==> config.mk <==
export PLATFORM = sky130hd
export DESIGN_NAME = fetch_unit
export DESIGN_NICKNAME = d
export VERILOG_FILES = /design/src/rtl/fetch_unit.sv
export SDC_FILE = /design/constraint.sdc
export NUM_CORES = 1
export LEC_CHECK = 0
export BUFFER_PORTS_ARGS = -buffer_cell sky130_fd_sc_hd__clkbuf_2
export CAP_MARGIN = 20
export CORE_UTILIZATION = 59
export DETAILED_ROUTE_END_ITERATION = 10
export PLACE_DENSITY_LB_ADDON = 0.12
export SYNTH_ARGS = -nofsm -noshare
export SYNTH_HDL_FRONTEND = slang
export SYNTH_SLANG_ARGS = --single-unit
export TNS_END_PERCENT = 20
==> constraint.sdc <==
create_clock -name i_clk -period 17.6 [get_ports i_clk]
set_input_delay 3.52 -clock i_clk [delete_from_list [all_inputs] [get_ports i_clk]]
set_output_delay 3.52 -clock i_clk [all_outputs]
set_load 0.005 [all_outputs]
==> src/rtl/fetch_unit.sv <==
// Instruction-fetch stage: owns the fetch PC, keeps a single instruction-memory
// request in flight, and fills the IF/ID register consumed by the decoder.
// It handles stall, redirect/flush, and drops responses made stale by a redirect.
module fetch_unit #(
  parameter logic [31:0] RESET_PC = 32'h0000_0000,
  parameter logic [31:0] NOP_INSN = 32'h0000_0013
) (
  input  logic        i_clk,
  input  logic        i_rst,
  output logic        o_imem_req_valid,
  input  logic        i_imem_req_ready,
  output logic [31:0] o_imem_req_addr,
  input  logic        i_imem_rsp_valid,
  input  logic [31:0] i_imem_rsp_data,
  input  logic        i_stall,
  input  logic        i_redirect,
  input  logic [31:0] i_redirect_pc,
  output logic        o_if_id_valid,
  output logic [31:0] o_if_id_pc,
  output logic [31:0] o_if_id_instruction
);

  localparam logic [1:0] ST_BOOT = 2'd0;
  localparam logic [1:0] ST_REQ  = 2'd1;
  localparam logic [1:0] ST_WAIT = 2'd2;
  localparam logic [1:0] ST_HOLD = 2'd3;

  localparam logic [31:0] RESET_PC_ALIGNED = RESET_PC & 32'hFFFF_FFFC;

  logic [1:0]  r_state;
  logic [31:0] r_fetch_pc;
  logic [31:0] r_req_pc;
  logic        r_discard;
  logic [31:0] r_hold_pc;
  logic [31:0] r_hold_insn;
  logic        r_if_id_valid;
  logic [31:0] r_if_id_pc;
  logic [31:0] r_if_id_insn;

  logic [1:0]  w_state_nxt;
  logic [31:0] w_fetch_pc_nxt;
  logic [31:0] w_req_pc_nxt;
  logic        w_discard_nxt;
  logic [31:0] w_hold_pc_nxt;
  logic [31:0] w_hold_insn_nxt;
  logic        w_if_id_valid_nxt;
  logic [31:0] w_if_id_pc_nxt;
  logic [31:0] w_if_id_insn_nxt;

  logic        w_req_fire;
  logic        w_load;
  logic [31:0] w_load_pc;
  logic [31:0] w_load_insn;
  logic [31:0] w_redirect_target;

  assign w_req_fire        = (r_state == ST_REQ) && i_imem_req_ready;
  assign w_redirect_target = i_redirect_pc & 32'hFFFF_FFFC;

  assign o_imem_req_valid    = (r_state == ST_REQ);
  assign o_imem_req_addr     = r_fetch_pc;
  assign o_if_id_valid       = r_if_id_valid;
  assign o_if_id_pc          = r_if_id_pc;
  assign o_if_id_instruction = r_if_id_insn;

  // Fetch control: next state, PCs, discard flag, hold buffer and IF/ID word select
  always_comb begin
    w_state_nxt     = r_state;
    w_fetch_pc_nxt  = r_fetch_pc;
    w_req_pc_nxt    = r_req_pc;
    w_discard_nxt   = r_discard;
    w_hold_pc_nxt   = r_hold_pc;
    w_hold_insn_nxt = r_hold_insn;
    w_load          = 1'b0;
    w_load_pc       = r_req_pc;
    w_load_insn     = i_imem_rsp_data;

    if (i_redirect) begin
      // Redirect wins over everything; the target is never post-incremented.
      w_fetch_pc_nxt = w_redirect_target;
      case (r_state)
        ST_REQ: begin
          if (w_req_fire) begin
            // Request to the old path already accepted: its answer must be dropped.
            w_req_pc_nxt  = r_fetch_pc;
            w_discard_nxt = 1'b1;
            w_state_nxt   = ST_WAIT;
          end
        end
        ST_WAIT: begin
          if (i_imem_rsp_valid) begin
            w_discard_nxt = 1'b0;
            w_state_nxt   = ST_REQ;
          end else begin
            w_discard_nxt = 1'b1;
          end
        end
        default: w_state_nxt = ST_REQ;
      endcase
    end else begin
      case (r_state)
        ST_BOOT: w_state_nxt = ST_REQ;
        ST_REQ: begin
          if (w_req_fire) begin
            w_req_pc_nxt   = r_fetch_pc;
            w_fetch_pc_nxt = r_fetch_pc + 32'd4;
            w_state_nxt    = ST_WAIT;
          end
        end
        ST_WAIT: begin
          if (i_imem_rsp_valid) begin
            if (r_discard) begin
              w_discard_nxt = 1'b0;
              w_state_nxt   = ST_REQ;
            end else if (!i_stall) begin
              w_load      = 1'b1;
              w_state_nxt = ST_REQ;
            end else begin
              w_hold_pc_nxt   = r_req_pc;
              w_hold_insn_nxt = i_imem_rsp_data;
              w_state_nxt     = ST_HOLD;
            end
          end
        end
        default: begin
          if (!i_stall) begin
            w_load      = 1'b1;
            w_load_pc   = r_hold_pc;
            w_load_insn = r_hold_insn;
            w_state_nxt = ST_REQ;
          end
        end
      endcase
    end
  end

  // IF/ID next value: flush on redirect, load a word, bubble, or hold under stall
  always_comb begin
    w_if_id_valid_nxt = r_if_id_valid;
    w_if_id_pc_nxt    = r_if_id_pc;
    w_if_id_insn_nxt  = r_if_id_insn;
    if (i_redirect) begin
      w_if_id_valid_nxt = 1'b0;
      w_if_id_insn_nxt  = NOP_INSN;
    end else if (w_load) begin
      w_if_id_valid_nxt = 1'b1;
      w_if_id_pc_nxt    = w_load_pc;
      w_if_id_insn_nxt  = w_load_insn;
    end else if (!i_stall) begin
      w_if_id_valid_nxt = 1'b0;
      w_if_id_insn_nxt  = NOP_INSN;
    end
  end

  // State registers with asynchronous reset
  always_ff @(posedge i_clk or posedge i_rst) begin
    if (i_rst) begin
      r_state       <= ST_BOOT;
      r_fetch_pc    <= RESET_PC_ALIGNED;
      r_req_pc      <= 32'h0;
      r_discard     <= 1'b0;
      r_hold_pc     <= 32'h0;
      r_hold_insn   <= NOP_INSN;
      r_if_id_valid <= 1'b0;
      r_if_id_pc    <= 32'h0;
      r_if_id_insn  <= NOP_INSN;
    end else begin
      r_state       <= w_state_nxt;
      r_fetch_pc    <= w_fetch_pc_nxt;
      r_req_pc      <= w_req_pc_nxt;
      r_discard     <= w_discard_nxt;
      r_hold_pc     <= w_hold_pc_nxt;
      r_hold_insn   <= w_hold_insn_nxt;
      r_if_id_valid <= w_if_id_valid_nxt;
      r_if_id_pc    <= w_if_id_pc_nxt;
      r_if_id_insn  <= w_if_id_insn_nxt;
    end
  end

endmodule
# After elaboration in Yosys (flattened, before gate mapping)

Cells that the tools add are included.

Reduce and logical (&&, ||, !) cells: 15
Equal/unequal tests: 6
$add $sub $neg: 1
Shift operators: 0
Bitwise gates (word level): 2
Order comparisons: 0
Div/mod/pow operators: 0
Multipliers: 0
Mux-type cells: 33

Operators by type and width:

| operator                | count |
|---|---|
| $mux W32                | 10 |
| $add A32 B3 Y32 const B | 1 |
| $mux W2                 | 7 |
| $mux W1                 | 12 |
| $reduce_bool A2 Y1      | 5 |
| $reduce_and A2 Y1       | 4 |
| $reduce_and A4 Y1       | 2 |
| $pmux W2 S3             | 1 |
| $ne A5 B2 Y1 const B    | 1 |
| $pmux W1 S2             | 2 |
| $pmux W2 S2             | 1 |
| $ne A3 B1 Y1 const B    | 1 |
| $ne A3 B2 Y1 const B    | 1 |
| $reduce_or A3 Y1        | 1 |
| $eq A2 B1 Y1 const B    | 1 |
| $eq A2 B2 Y1 const B    | 1 |
| $logic_not A2 Y1        | 1 |
| $ne A2 B2 Y1 const B    | 1 |
| $not A1 Y1              | 2 |
| $reduce_or A2 Y1        | 1 |
| $logic_and A1 B1 Y1     | 1 |

Bits in writable memories: 0
Bits of input ports: 70
Output and inout bits: 98
Latch bits: 0
Memories kept: 0
Word-level logic and storage cells: 66
Bits in registers: 196
Memory bits (read-only): 0

# Longest topological paths before layout

Word-level depth: 7
Depth in mapped cells: 8
Mapped depth without buffers: 6

# Worst setup path before layout

Ideal clock, no wire load.

Path kind: input to register
From: input i_redirect
To: register r_hold_pc[17]
Path buffers: 1
Setup slack: 12.816 ns
Arrival: 4.659 ns
Data required time: 17.475 ns
Cell stages on the path: 5
Setup time: 0.125 ns
Cells stage by stage: inv_2 nand2_1 nor3_4 buf_2 mux2_2

Longest elaborated chain between the ends: 2

Ends and longest elaborated chain:

| element                     | RTL line | text |
|---|---|---|
| start, declared             | 16       | `input logic i_redirect,` |
| $not A1 Y1 (no line)        | -        |  |
| $reduce_and A4 Y1 (no line) | -        |  |
| end signal, assigned        | 171      | `r_hold_pc <= w_hold_pc_nxt;` |
| end, declared               | 34       | `logic [31:0] r_hold_pc;` |

No other way between the ends.
A chain may end at the register's enable or synchronous reset.

# Final worst setup path

From: input i_redirect
To: register r_hold_insn[22]

Longest elaborated chain between the ends: 2

Ends and longest elaborated chain:

| element                     | RTL line | text |
|---|---|---|
| $not A1 Y1 (no line)        | -        |  |
| $reduce_and A4 Y1 (no line) | -        |  |
| end signal, assigned        | 172      | `r_hold_insn <= w_hold_insn_nxt;` |
| end, declared               | 35       | `logic [31:0] r_hold_insn;` |

No other way between the ends.

==> key figures <==
Run status
  • Outcome: complete, no violations

Cells and area
  • Util after Layout: 0.7199
  • Post-route cell area: just over 10000 sq um
  • Nets: 941
  • Ant. Diodes: 0
  • Most frequent cells in the layout: 186 x dfrtp_1, 163 x clkbuf_2, 97 x nand2_1
  • Commonest non-fill, non-tap cell in the layout: dfrtp_1
  • # fillers: around 1000
  • Area grow syn2layout: 18.30%
  • Layout cells sized above 1: 0.3576

Synthesis
  • FFs w/ async S/R, synth: 1.000
  • Cell area after synthesis: between 8000 and 9000 sq um
  • Cells after synthesis: approximately 720
  • Synth warn: 0
  • Synth Area per Inst: roughly 12 sq um
  • Post-synthesis cell type count: 50
  • Yosys reg bits: 192
  • Post-synth EDFFs: 0
  • Sequential fraction of the synthesis area: 0.5653
  • Synth Flop Type: dfrtp_1

Timing
  • Worst slew pin tran: roughly 1100 ps
  • Final Skew: 7.917 ps
  • Tcrit/Tclk final: 0.3575
  • RSZ-0062 raised after global routing: false
  • Final setup margin: ~11000 ps
  • Pins Over Slew Limit: 0
  • Hold WS: approximately 480 ps
  • Final hold violations: 0
  • Final min period: ~6300 ps
  • Setup tns final: 0 ps
  • Final setup viols: 0
  • Peak Freq: 0.1589 GHz
  • Slew Limit Headroom: 0.2752

Critical path
  • R2R setup slack: ~15000 ps
  • Critical Path Start Type: input port
  • Reg-to-reg startpoint: r_state[0]
  • Worst Path Max Fanout: 48
  • Slowest stage cell, crit path: nor3_4
  • Slowest stage delay, CP: about 850 ps
  • CP Cell Sequence: clkbuf_2 > inv_2 > nand2_1 > nor3_4 > buf_4 > mux2_2
  • Reg2Reg Depth: 6
  • Crit Path Category: input port to flop
  • R2r endpoint: r_hold_insn[22]
  • Worst path required time: about 18000 ps
  • Arrival time at the worst endpoint: 6600 ps
  • Worst setup path start: i_redirect
  • Critical path capture point type: flop

Min path
  • Hold Path Sink: o_if_id_instruction[30]
  • Min-delay worst type: flop to flop
  • Min-delay src: o_if_id_instruction[30]
  • Hold Path Stages: 2

Clock tree
  • Clock-pin slew on the worst setup and hold paths: 60 ps
  • Clock buffer count from CTS: 17
  • Clock Sinks: around 190
  • Clk_lat worst skew: ~430 ps
  • Setup bufs post-CTS: 0
  • Clock buffer depth: 2
  • # hold bufs at CTS: 0
  • Cts repair resizes: 0
  • Root Driver: clkbuf_16
  • CTS tree: done
  • H-tree level count: 4

Floorplan
  • Placement Rows: 43
  • Die ar.: between 10000 and 15000 sq um
  • # IOs: roughly 170
  • Height of the chip: 122.1 microns
  • Width of the die: 122.1 microns
  • Starting Density: 0.6085
  • Core area: 13990 sq um

Routing
  • Highest routed layer: met4
  • Detailed Routing Iterations Pass 1: 4
  • Post-Route WL: 18760 microns
  • ANT nets after route: 0
  • DRC: 0
  • Vias per cell: 5.787
  • Met1 wire length: 8396 microns
  • Iter 0 DRT Violations: 472
  • Post-DR wirelength/cell: roughly 18 microns
  • Met2 Wirelength: between 9000 and 10000 microns
  • Via count: slightly above 6000
  • WL met3: a little over 1000 microns

Power
  • Worst vdd ir: 0.00007359 V
  • Gate power share: 0.223
  • Pwr/cell area: 129.6 nW/um^2
  • P_int: 913.7 uW
  • Net Sw Frac: 0.2998
  • Psw: between 300 and 400 uW
  • Leakage: approximately 0.0052 uW
  • Reg power frac: 0.479
  • Clock power share: 0.297

Place
  • Post-DP Area: approximately 9400 sq um
  • DP HPWL: approximately 12000 microns
  • Pre-CTS setup slack: around 11000 ps
  • Placer Congestion: between 0.8 and 0.9
  • Port Buffers: between 150 and 200

Global route
  • Largest net degree at the start of global routing: between 100 and 150
  • GRT Overall Usage: 0.2678
  • Overflow after GRT: 0
  • Vias in the first global route: approximately 6000
  • First-pass GRT wire length: between 30000 and 40000 microns
  • Initial antenna violation count: 0

Run
  • Max-cap violations: 0
-- flip-flops by register name (all words and copies together), names as in the netlist --
| register | flops |
|---|---|
| o_if_id_instruction | 32 |
| o_if_id_pc | 32 |
| o_if_id_valid | 1 |
| o_imem_req_addr | 30 |
| r_discard | 1 |
| r_hold_insn | 32 |
| r_hold_pc | 32 |
| r_req_pc | 30 |
| r_state | 2 |
-- cell usage after synthesis (all sizes together), types with 6 or more instances --
cell / n / area (sq um)
nand4: 12 / 105.1
ha: 6 / 75.07
mux2i: 60 / 600.6
or4: 12 / 90.09
nand2: 98 / 370.4
o21ai: 81 / 405.4
dfrtp: 186 / 4654
nand3: 15 / 80.08
xor2: 7 / 61.31
and4: 6 / 57.55
mux2: 94 / 1059
dfstp: 6 / 157.7
clkbuf: 19 / 72.56
o31ai: 9 / 67.56
and3: 8 / 51.30
xnor2: 6 / 52.55
inv: 6 / 22.52
nor2: 14 / 52.55
buf: 24 / 131.4
a31oi: 11 / 68.82
-- area by class of cell --
| type | count | area [sq um] | share of cell area |
|---|---|---|---|
| clock inverters | 14 | 156.4 | 0.01553 |
| inverters | 6 | 30.03 | 0.002982 |
| flip-flops and latches | 192 | 4812 | 0.4779 |
| multi-input cells | 478 | 3498 | 0.3474 |
| repair buffers | 170 | 908.4 | 0.09021 |
| well taps | 180 | 225.2 | 0.02237 |
| clock buffers | 18 | 439.2 | 0.04361 |
-- logic make-up after synthesis --
logic type / synth area share
buffers and inverters: 0.02661
muxes: 0.1949
DFF: 0.5653
and+or+nand+nor: 0.1114
AOI/OAI and AO/OA: 0.07908
xor gates and xnor gates: 0.01338
adders and majority gates: 0.008819
other: 0.0004406
-- critical path: cells and delay by family --
family	cells	cell delay [ps]
buffers and inverters	3	1550
and+or+nand+nor	2	1110
muxes	1	390
-- metrics by stage --
| step | instances | total power (uW) |
|---|---|---|
| finish | 1058 | 1305 |
| global route | 1058 | 1377 |
| CTS | 1056 | 1312 |
| detailed placement | 1024 | 924.1 |
| global placement | 1024 | 902.4 |
| floorplan | 719 | 808.1 |
-- per-layer routing --
layer / up-vias / track usage
met1: 3028 / 0.3708
met2: 204 / 0.4276
met4: 0 / 0.09680
met5: - / 0
li1: 2868 / -
met3: 23 / 0.04494
-- power groups by stage --
| stage | clock, uW | sequential (uW) | combinational (uW) |
|---|---|---|---|
| after floorplan | 0 | 614 | 194 |
| after detailed placement | 0 | 632 | 292 |
| after global routing | 412 | 640 | 326 |
| after CTS | 393 | 625 | 294 |
| after global placement | 0 | 624 | 279 |
| final | 388 | 625 | 292 |
-- how the worst max path moves through the flow --
stage	endpoint	slack, ps	cells after the start
after global routing	r_hold_insn[22]	11120	6
after global placement	r_hold_insn[20]	10960	6
after floorplan	o_if_id_instruction[10]	8860	1
final	r_hold_insn[22]	11310	6
after CTS	r_hold_insn[22]	11340	6
after detailed placement	r_hold_insn[22]	10890	6
No activity file was read; power rests on OpenSTA's default activity.
